==> config.mk <==
export PLATFORM = sky130hd
export DESIGN_NAME = spi_arbiter
export DESIGN_NICKNAME = d
export VERILOG_FILES = /design/src/rtl/spi_arbiter.sv
export SDC_FILE = /design/constraint.sdc
export NUM_CORES = 1
export LEC_CHECK = 0
export BUFFER_PORTS_ARGS = -buffer_cell sky130_fd_sc_hd__buf_2
export CELL_PAD_IN_SITES_DETAIL_PLACEMENT = 0
export CELL_PAD_IN_SITES_GLOBAL_PLACEMENT = 1
export CORE_UTILIZATION = 37
export DETAILED_ROUTE_END_ITERATION = 8
export GPL_TIMING_DRIVEN = 0
export PLACE_DENSITY_LB_ADDON = 0.2
export SLEW_MARGIN = 10
export SYNTH_ARGS = -nofsm -noshare
export SYNTH_HDL_FRONTEND = slang
export SYNTH_SLANG_ARGS = --single-unit
==> constraint.sdc <==
create_clock -name clki -period 2.22 [get_ports clki]
set_clock_uncertainty 0.15 [all_clocks]
set_input_delay 0.444 -clock clki [delete_from_list [all_inputs] [get_ports clki]]
set_output_delay 0.444 -clock clki [all_outputs]
set_load 0.02 [all_outputs]
==> src/rtl/spi_arbiter.sv <==
// spi_arbiter: round-robin owner of one SPI byte engine, two requesters.
// Optional watchdog on stuck bytes: define SPI_ARB_TIMEOUT_EN.
module spi_arbiter #(
  parameter int CS_SETUP = 2,
  parameter int CS_HOLD  = 2,
  parameter int TIMEOUT  = 255
) (
  input  logic       clki,
  input  logic       rst,
  input  logic [1:0] req_lock,
  input  logic [7:0] req0_data,
  input  logic [7:0] req1_data,
  input  logic [1:0] req_send,
  output logic [1:0] req_grant,
  output logic [1:0] req_rdy,
  output logic [1:0] req_done,
  output logic [7:0] rx_data,
  output logic       err,
  output logic [1:0] cs_n,
  output logic [7:0] eng_data,
  output logic       eng_send,
  input  logic [7:0] eng_rx,
  input  logic       eng_ready
);

  typedef enum logic [2:0] {
    IDLE, SETUP, READY, ISSUE, WAIT_BUSY, WAIT_DONE, HOLD
  } state_t;

  state_t     state;
  logic [3:0] cnt;
  logic       hold_hi;
  logic       own;
  logic       last;

  logic       own_lock;
  logic       own_send;
  logic [7:0] own_data;
  logic       any_lock;
  logic       win;
  logic       in_wait;
  logic       done_ok;
  logic       wd_fire;
  logic       byte_end;
  logic [7:0] rx_next;

  assign own_lock = req_lock[own];
  assign own_send = req_send[own];
  assign own_data = own ? req1_data : req0_data;
  assign any_lock = |req_lock;
  assign in_wait  = (state == WAIT_BUSY) || (state == WAIT_DONE);
  assign done_ok  = (state == WAIT_DONE) && eng_ready;
  assign byte_end = done_ok || wd_fire;
  assign rx_next  = done_ok ? eng_rx : 8'hFF;

  // On a tie the requester that did not win last time is served.
  always_comb begin
    win = 1'b0;
    unique case (req_lock)
      2'b01:   win = 1'b0;
      2'b10:   win = 1'b1;
      2'b11:   win = ~last;
      default: win = 1'b0;
    endcase
  end

`ifdef SPI_ARB_TIMEOUT_EN
  localparam int WW = $clog2(TIMEOUT + 1);

  logic [WW-1:0] wd;

  assign wd_fire = in_wait && !done_ok &&
                   (wd == WW'(TIMEOUT - 1));

  // Counts from ISSUE onward; cleared while waiting in READY.
  always_ff @(posedge clki) begin
    if (rst) begin
      wd  <= '0;
      err <= 1'b0;
    end else begin
      err <= wd_fire;
      if (state == READY)
        wd <= '0;
      else if (state == ISSUE || in_wait)
        wd <= wd + 1'b1;
    end
  end
`else
  assign wd_fire = 1'b0;
  assign err     = 1'b0;
`endif

  always_ff @(posedge clki) begin
    if (rst) begin
      state     <= IDLE;
      cnt       <= '0;
      hold_hi   <= 1'b0;
      own       <= 1'b0;
      last      <= 1'b1;
      req_grant <= 2'b00;
      req_rdy   <= 2'b00;
      req_done  <= 2'b00;
      rx_data   <= 8'h00;
      cs_n      <= 2'b11;
      eng_data  <= 8'h00;
      eng_send  <= 1'b0;
    end else begin
      req_done <= 2'b00;
      eng_send <= 1'b0;
      unique case (state)
        IDLE: begin
          if (any_lock) begin
            own       <= win;
            req_grant <= win ? 2'b10 : 2'b01;
            cs_n      <= win ? 2'b01 : 2'b10;
            cnt       <= 4'(CS_SETUP);
            state     <= SETUP;
          end
        end
        SETUP: begin
          if (cnt == 4'd0) begin
            req_rdy <= req_grant;
            state   <= READY;
          end else begin
            cnt <= cnt - 4'd1;
          end
        end
        READY: begin
          if (!own_lock) begin
            req_rdy <= 2'b00;
            cnt     <= 4'(CS_HOLD);
            hold_hi <= 1'b0;
            state   <= HOLD;
          end else if (own_send) begin
            eng_data <= own_data;
            req_rdy  <= 2'b00;
            state    <= ISSUE;
          end
        end
        ISSUE: begin
          eng_send <= 1'b1;
          state    <= WAIT_BUSY;
        end
        WAIT_BUSY, WAIT_DONE: begin
          if (byte_end) begin
            rx_data  <= rx_next;
            req_done <= req_grant;
            if (own_lock) begin
              req_rdy <= req_grant;
              state   <= READY;
            end else begin
              cnt     <= 4'(CS_HOLD);
              hold_hi <= 1'b0;
              state   <= HOLD;
            end
          end else if (state == WAIT_BUSY && !eng_ready) begin
            state <= WAIT_DONE;
          end
        end
        HOLD: begin
          // First count with cs_n low, second with all cs_n high.
          if (cnt <= 4'd1) begin
            if (!hold_hi) begin
              hold_hi <= 1'b1;
              cs_n    <= 2'b11;
              cnt     <= 4'(CS_HOLD);
            end else begin
              hold_hi   <= 1'b0;
              last      <= own;
              req_grant <= 2'b00;
              state     <= IDLE;
            end
          end else begin
            cnt <= cnt - 4'd1;
          end
        end
        default: state <= IDLE;
      endcase
    end
  end

endmodule

Word-level counts from Yosys, hierarchy flattened --
Index checks and enable logic that the tools add are counted. W data, S select, Z words.
Storage, ports and cells: register bits 35, input port bits 31, output and inout bits 26, word-level logic and storage cells 104
Operators by class: add/subtract/negate cells 1, $lt $le $gt $ge 2, equality and inequality tests 19, multiplexer cells 45, bitwise gates (word level) 3, reduce and logical (&&, ||, !) cells 22
Operators by type and width (number):
- $mux W3 | 9
- $mux W2 | 13
- $mux W4 | 6
- $pmux W4 S5 | 1
- $pmux W3 S6 | 1
- $ne A2 B2 Y1 const B | 8
- $reduce_and A5 Y1 | 2
- $eq A3 B3 Y1 const B | 3
- $mux W1 | 9
- $ne A3 B3 Y1 const B | 3
- $reduce_and A3 Y1 | 3
- $mux W8 | 1
- $pmux W2 S2 | 2
- $reduce_and A4 Y1 | 2
- $eq A3 B2 Y1 const B | 2
- $pmux W2 S3 | 1
- $reduce_and A6 Y1 | 1
- $reduce_bool A3 Y1 | 2
- $reduce_bool A5 Y1 | 1
- $eq A2 B2 Y1 const B | 2
- $le A4 B1 Y1 const B | 1
- $logic_not A4 Y1 | 1
- $reduce_and A2 Y1 | 2
- $reduce_or A2 Y1 | 2
- other kinds (11) | 14

Depth between registers and ports, before layout --
Gate-level depths: netlist of the first run.
depth in word-level cells 5, mapped depth 7

Worst setup path before layout of the first run --
No wires, ideal clock.
path type reg2reg, start point reg cnt[0], end point reg cnt[3], arrival 1.663 ns, data required time 1.974 ns, setup slack 0.312 ns, stages on the path, launching flop included 8, buffers on the path 0, clock period less this slack 1.908 ns, path through dfxtp_1 -> inv_1 -> ha_1 -> nor2_1 -> o32ai_2 -> a211oi_4 -> nand2_2 -> o41ai_2
Between the ends: word-level cells in the longest chain between the ends 3
Ends and longest elaborated chain:
- start, declared | RTL line 31 | logic [3:0] cnt;
- start signal, assigned | RTL line 116 | cnt <= 4'(CS_SETUP);
- start signal, assigned | RTL line 125 | cnt <= cnt - 4'd1;
- start signal, assigned | RTL line 131 | cnt <= 4'(CS_HOLD);
- $sub A4 B1 Y4 (tied with other cells) | RTL line 125, 174
- $mux W4 (tied with other cells) | RTL line 162 | if (cnt <= 4'd1) begin
- $pmux W4 S5 or $reduce_and A5 Y1 (tied branches)
Several ways; a longest one is shown, not always the timed one. The select of a mux whose other input is x is not followed. A chain may end at the register's enable or synchronous reset.

Worst setup path after layout of the first run --
start point reg cnt[0], end point reg cnt[2]
Same word-level chain as after synthesis.

==> results of run 1 <==
==> report_power, final <==
group	internal [mW]	total (mW)	switching, mW
Combinational	0.489	1.24	0.749
Sequential	0.737	0.822	0.0844
Clock	0.219	0.457	0.237
==> per-layer routing <==
layer  wire (µm)  up-vias  track usage (%)  share of wire (%)
li1            -      891                -                  -
met1        2264      796            25.77                 49
met2        2063       61            27.52                 45
met3         226        4            4.972                4.9
met4          31        0            6.972               0.68
met5           0        -                0                  0
==> flip-flops by register name (all words and copies together) (netlist names) <==
register,count
eng_data,8
rx_data,8
cnt,4
state,3
cs_n,2
req_done,2
req_grant,2
req_rdy,2
eng_send,1
hold_hi,1
last,1
own,1
==> final timing paths <==
kind         depth (start not counted)        from         end
min reg2reg                          2  rx_data[4]  rx_data[4]
max                                  7      cnt[0]      cnt[2]
min                                  3   eng_rx[4]  rx_data[4]
max reg2reg                          7      cnt[0]      cnt[2]
==> worst register-to-register path: stages (launching register included) <==
cell and delay, ns:
sky130_fd_sc_hd__dfxtp_1 0.33, sky130_fd_sc_hd__inv_1 0.11, sky130_fd_sc_hd__ha_1 0.18, sky130_fd_sc_hd__or4bb_1 0.47
sky130_fd_sc_hd__a31oi_1 0.25, sky130_fd_sc_hd__a211oi_4 0.11, sky130_fd_sc_hd__a211o_1 0.29, sky130_fd_sc_hd__o41ai_2 0.05
==> cell type report <==
cell class	instances	area (µm²)	area share, %
Inverter	6	22.52	0.9772
Multi-Input combinational cell	155	1057	45.87
Tap cell	67	83.83	3.637
Clock inverter	2	12.51	0.5429
Buffer	16	85.08	3.692
Timing Repair Buffer	54	270.3	11.73
Sequential cell	35	700.7	30.40
Clock buffer	6	72.57	3.149
==> layout by cell type, fill, tap and decap left out, drive strengths merged, types with 3 or more instances in the layout <==
master,instances
nor3b,3
a211oi,9
o22ai,4
dfxtp,35
nand2,19
mux2i,12
o41ai,3
clkbuf,15
ha,3
nand3,6
a21oi,16
o21ai,9
nand3b,4
nor2b,3
nor2,20
nand2b,5
inv,6
buf,61
==> cells by family after synthesis <==
group / synth area share (%)
and+or+nand+nor: 22.89
AOI/OAI and AO/OA: 22.55
DFF: 37.91
buffers and inverters: 5.687
muxes: 7.786
adders and majority gates: 2.031
xor gates and xnor gates: 0.9480
other: 0.2029
==> timing repair <==
item / 4_1_cts / 5_1_grt
gates resized for setup: 0 / 5
endpoints found under the setup margin: 0 / 4
setup buffers: 0 / 0
hold buffers: 0 / 0
==> results by group, run 1 <==
Critical path
  • CP Launch Type: register
  • Startpoint-to-endpoint class of the critical path: reg -> reg
  • Sequence of cells on the critical path: inv_1 > ha_1 > or4bb_1 > a31oi_1 > a211oi_4 > a211o_1 > o41ai_2
  • Biggest cell delay along the critical path: 0.47 ns
  • Worst path bufs/invs: 1
  • Worst EP required: 2.27 ns
  • Worst EP arrival: 2.09 ns
  • Reg2Reg Setup Slack: 0.18 ns
  • Crit-path leading delay family: compound AO/OA/AOI/OAI gates
  • Largest fanout on the critical path: 7
  • Nature of the critical path endpoint: register
  • Slowest stage cell on the critical path: sky130_fd_sc_hd__or4bb_1

Power and ir drop
  • Leak pwr: 0.9395 nW
  • Final total power: 2.517 mW
  • Worst vdd ir: 0.0004466 V
  • Cell area power density: 1092 mW/mm²

Final layout
  • Post-route non-filler standard cell count: 341
  • Core occupancy in the finished layout: 48.47%
  • Post-layout instance area: 0.002305 mm²
  • Share of layout cells above drive strength 1: 29.20%
  • Total number of nets in the final design: 307
  • Area delta synth->final: 24.71%
  • Antenna cells: 0
  • Fill cells: 500

Placement
  • RePlAce Congestion: 0.8197
  • Cell area after placement: 0.002202 mm²
  • Detail Placement HPWL: 3335 µm
  • # port buffers: 54
  • Placed Cells: 333
  • Pre-CTS WS: 0.05385 ns

Clock network
  • Num CTS Buffers: 5
  • Worst-skew pair later-pin latency: 0.29 ns
  • Max Buffers Root-to-Sink: 2
  • Clock root cell: sky130_fd_sc_hd__clkbuf_8
  • Total clock sinks: 35
  • CTS tree: built
  • Maximum level of the CTS H-tree: 2
  • Clock edge transition at the registers on the reported setup and hold paths: 0.07 ns

Synth
  • Most frequent cells after synthesis: sky130_fd_sc_hd__dfxtp_1 (35), sky130_fd_sc_hd__nor2_1 (20), sky130_fd_sc_hd__nand2_1 (18)
  • Synth Area per Inst: 8.717 µm²
  • Count of flip-flops with a built-in enable after synthesis: 0
  • Gate Count Post-Synth: 212
  • Leading post-synthesis cells by cell area: sky130_fd_sc_hd__dfxtp_1 (38%), sky130_fd_sc_hd__mux2i_1 (6.0%), sky130_fd_sc_hd__a21oi_1 (4.3%)
  • Yosys top cell area share: 37.91%
  • Flip-flop and latch count after synthesis: 35
  • Post-synthesis sequential area ratio: 37.91%
  • FFs w/ async S/R, synth: 0%
  • Cell area after synthesis: 0.001848 mm²
  • Most frequent cell after synthesis: sky130_fd_sc_hd__dfxtp_1
  • Synth warnings: 0
  • Cell accounting for the most synthesized area: sky130_fd_sc_hd__dfxtp_1
  • Count of cell types in the netlist: 57
  • Synth Net Count: 246
  • Primary FF master, synth: sky130_fd_sc_hd__dfxtp_1

Global route
  • Number of global-route vias before repair: 1556
  • Overflow after GRT: 0
  • First-pass GRT wire length: 7486 µm
  • Pin count of the biggest net entering global routing: 12
  • GRT Total Usage: 18.58%
  • Antenna violations before repair: 0

Die
  • Placeable core region: 0.004755 mm²
  • Ports placed on the boundary: 57
  • Starting density of the core: 38.87%
  • Die Span X: 72.67 µm
  • Vert. Die Dim: 72.67 µm
  • Total die area: 0.005281 mm²
  • Total number of placement rows: 25

Drt
  • WL final: 4586 µm
  • Routed wirelength normalized by instance count: 13.45 µm
  • Ratio of routed vias to standard cells: 5.138
  • Residual DRC count: 0
  • DR pass1 iterations: 4
  • Via count: 1752
  • Post-route antenna net violation count: 0
  • DRC marker count from the first detailed-route iteration: 131

Timing
  • Number of hold violations in the final report: 0
  • Final setup margin: 0.1795 ns
  • Final Cycle Share: 91.92%
  • Max Clk Rate: 0.4901 GHz
  • Min cycle time layout: 2.041 ns
  • Setup TNS: 0 ns
  • Worst Hold Margin: 0.2439 ns
  • # setup viols final: 0
  • Actual transition at the worst max-transition pin: 0.6772 ns
  • Worst max-slew margin expressed relative to the limit: 54.86%
  • Unrepaired setup endpoints after global routing: false
  • Final-report max-slew violation count: 0

Job
  • Count of maximum capacitance violations: 0

Hold path
  • Worst Hold Class: in -> reg

Run status
  • Run status: completed
No activity file was read; power rests on OpenSTA's default activity.
==> run 2, diff against run 1 <==
Settings changed: BUFFER_PORTS_ARGS -buffer_cell sky130_fd_sc_hd__buf_2 to -buffer_cell sky130_fd_sc_hd__buf_4, CORE_UTILIZATION 37 to 40.
Clock period 2.22 ns to 2.4 ns, I/O delays scaled along.
==> results by group, run 2 (synthesis results as in run 1) <==
Drt
  • Routed wirelength normalized by instance count: 13.81 µm
  • Ratio of routed vias to standard cells: 5.353
  • WL final: 4501 µm
  • DR pass1 iterations: 4
  • Post-route antenna net violation count: 0
  • DRC marker count from the first detailed-route iteration: 90
  • Via count: 1745
  • Residual DRC count: 0

Power and ir drop
  • Leak pwr: 0.9675 nW
  • Worst vdd ir: 0.0004548 V
  • Final total power: 2.396 mW
  • Share of total power in the clock network: 19.9%
  • Net load switching power: 0.9739 mW
  • Gate power share: 48.4%
  • Cell area power density: 989.2 mW/mm²
  • Share of total power in sequential cells: 31.7%
  • Net Sw Frac: 40.65%
  • Cell internal power dissipation: 1.422 mW

Critical path
  • Nature of the critical path endpoint: register
  • Reg2reg start: cnt[0]
  • Worst EP arrival: 2.20 ns
  • Startpoint-to-endpoint class of the critical path: reg -> reg
  • Reg2Reg Setup Slack: 0.25 ns
  • Worst EP required: 2.44 ns
  • Largest fanout on the critical path: 7
  • Depth of the worst register-to-register path: 7
  • CP Launch Type: register
  • Worst R2R End: cnt[3]

Clock network
  • Max Buffers Root-to-Sink: 2
  • Worst-skew pair later-pin latency: 0.28 ns
  • Number of resized instances in the post-cts repair step: 0
  • Clock root cell: sky130_fd_sc_hd__clkbuf_8
  • Total clock sinks: 35
  • Clock edge transition at the registers on the reported setup and hold paths: 0.07 ns
  • Hold bufs inserted after CTS: 0
  • CTS tree: built
  • Num CTS Buffers: 5
  • Number of buffers inserted by post-CTS setup repair: 0
  • Maximum level of the CTS H-tree: 2

Global route
  • Overflow after GRT: 0
  • Number of global-route vias before repair: 1587
  • Antenna violations before repair: 0
  • GRT Total Usage: 19.29%
  • Pin count of the biggest net entering global routing: 12
  • First-pass GRT wire length: 7541 µm

Hold path
  • Hold depth: 3
  • Worst Hold Class: in -> reg
  • Min-Delay Endpoint: rx_data[3]
  • Hold path startpoint: eng_rx[3]

Timing
  • Min cycle time layout: 2.155 ns
  • Setup TNS: 0 ns
  • Actual transition at the worst max-transition pin: 0.6519 ns
  • Final-report max-slew violation count: 0
  • Number of hold violations in the final report: 0
  • # setup viols final: 0
  • Final Cycle Share: 89.79%
  • Unrepaired setup endpoints after global routing: false
  • Max Clk Rate: 0.4640 GHz
  • Worst max-slew margin expressed relative to the limit: 56.54%

Final layout
  • Share of layout cells above drive strength 1: 28.83%
  • Antenna cells: 0
  • Core occupancy in the finished layout: 55.25%
  • Area delta synth->final: 31.08%
  • Combined area of the multi-input logic cells: 0.001042 mm²
  • Total number of nets in the final design: 307
  • Most frequent standard cell in the layout excluding fill and tap cells: sky130_fd_sc_hd__buf_4
  • Sequential cell area in the final layout: 700.7 µm²
  • Most frequent cells in the layout: sky130_fd_sc_hd__buf_4 (57), sky130_fd_sc_hd__dfxtp_1 (35), sky130_fd_sc_hd__nor2_1 (20), sky130_fd_sc_hd__nand2_1 (18), sky130_fd_sc_hd__a21oi_1 (16)
  • Top Registers: eng_data: 8 flops, rx_data: 8 flops, cnt: 4 flops
  • Fill cells: 445

Job
  • Count of maximum capacitance violations: 0

Placement
  • RePlAce Congestion: 0.8568
  • Detail Placement HPWL: 3367 µm
  • # port buffers: 54

Die
  • Starting density of the core: 42.15%
  • Ports placed on the boundary: 57
  • Placeable core region: 0.004384 mm²
  • Total number of placement rows: 24
  • Vert. Die Dim: 69.97 µm
  • Total die area: 0.004896 mm²
  • Die Span X: 69.97 µm

Run status
  • Run status: completed
## run 2: per-stage QoR
stage	setup slack, ns	hold WS [ns]	cell area, µm²	instances
final	0.2451	0.2893	2422	326
after global placement	0.2421	0.2944	2318	318
after global routing	0.01715	0.2814	2422	326
after CTS	0.2510	0.2762	2422	326
after detailed placement	0.2500	0.2968	2318	318
after floorplan	0.4917	0.2940	1848	212
## run 2: worst max-delay path by stage
stage	slack, ns	end	startpoint	cells past startpoint
floorplan	0.49	cnt[3]	cnt[0]	7
global placement	0.24	cnt[3]	eng_ready	7
detailed placement	0.25	cnt[3]	eng_ready	7
CTS	0.25	cnt[3]	cnt[0]	7
global route	0.02	cnt[3]	cnt[0]	7
finish	0.25	cnt[3]	cnt[0]	7
## run 2: per-layer routing
metal  vias to the layer above  wire [µm]  track usage (%)  part of all wire [%]
li1                        887          -                -                     -
met1                       802       2226            26.62                    49
met2                        49       1962            29.06                    44
met3                         7        256            5.916                   5.7
met4                         0         56            5.333                   1.2
met5                         -          0                0                     0
## run 2: power by group through the flow
stage / Clock (mW) / Sequential, mW / Combinational (mW)
floorplan: 0 / 0.808 / 0.802
CTS: 0.495 / 0.757 / 1.15
finish: 0.476 / 0.760 / 1.16
global route: 0.525 / 0.770 / 1.28
global placement: 0 / 0.767 / 1.15
detailed placement: 0 / 0.770 / 1.15
## run 2: area by class of cell
class	instances	area share (%)
Tap cell	52	2.686
Timing Repair Buffer	54	16.74
Inverter	6	0.9298
Clock inverter	1	0.3099
Sequential cell	35	28.93
Multi-Input combinational cell	155	43.03
Buffer	16	3.409
Clock buffer	7	3.977
## run 2: critical path, cell delays in order, from the launching register on
cell	delay, ns
sky130_fd_sc_hd__dfxtp_1	0.35
sky130_fd_sc_hd__inv_1	0.09
sky130_fd_sc_hd__ha_1	0.21
sky130_fd_sc_hd__nor2_1	0.30
sky130_fd_sc_hd__o32ai_2	0.17
sky130_fd_sc_hd__a211oi_4	0.41
sky130_fd_sc_hd__nand2_2	0.10
sky130_fd_sc_hd__o41ai_2	0.28
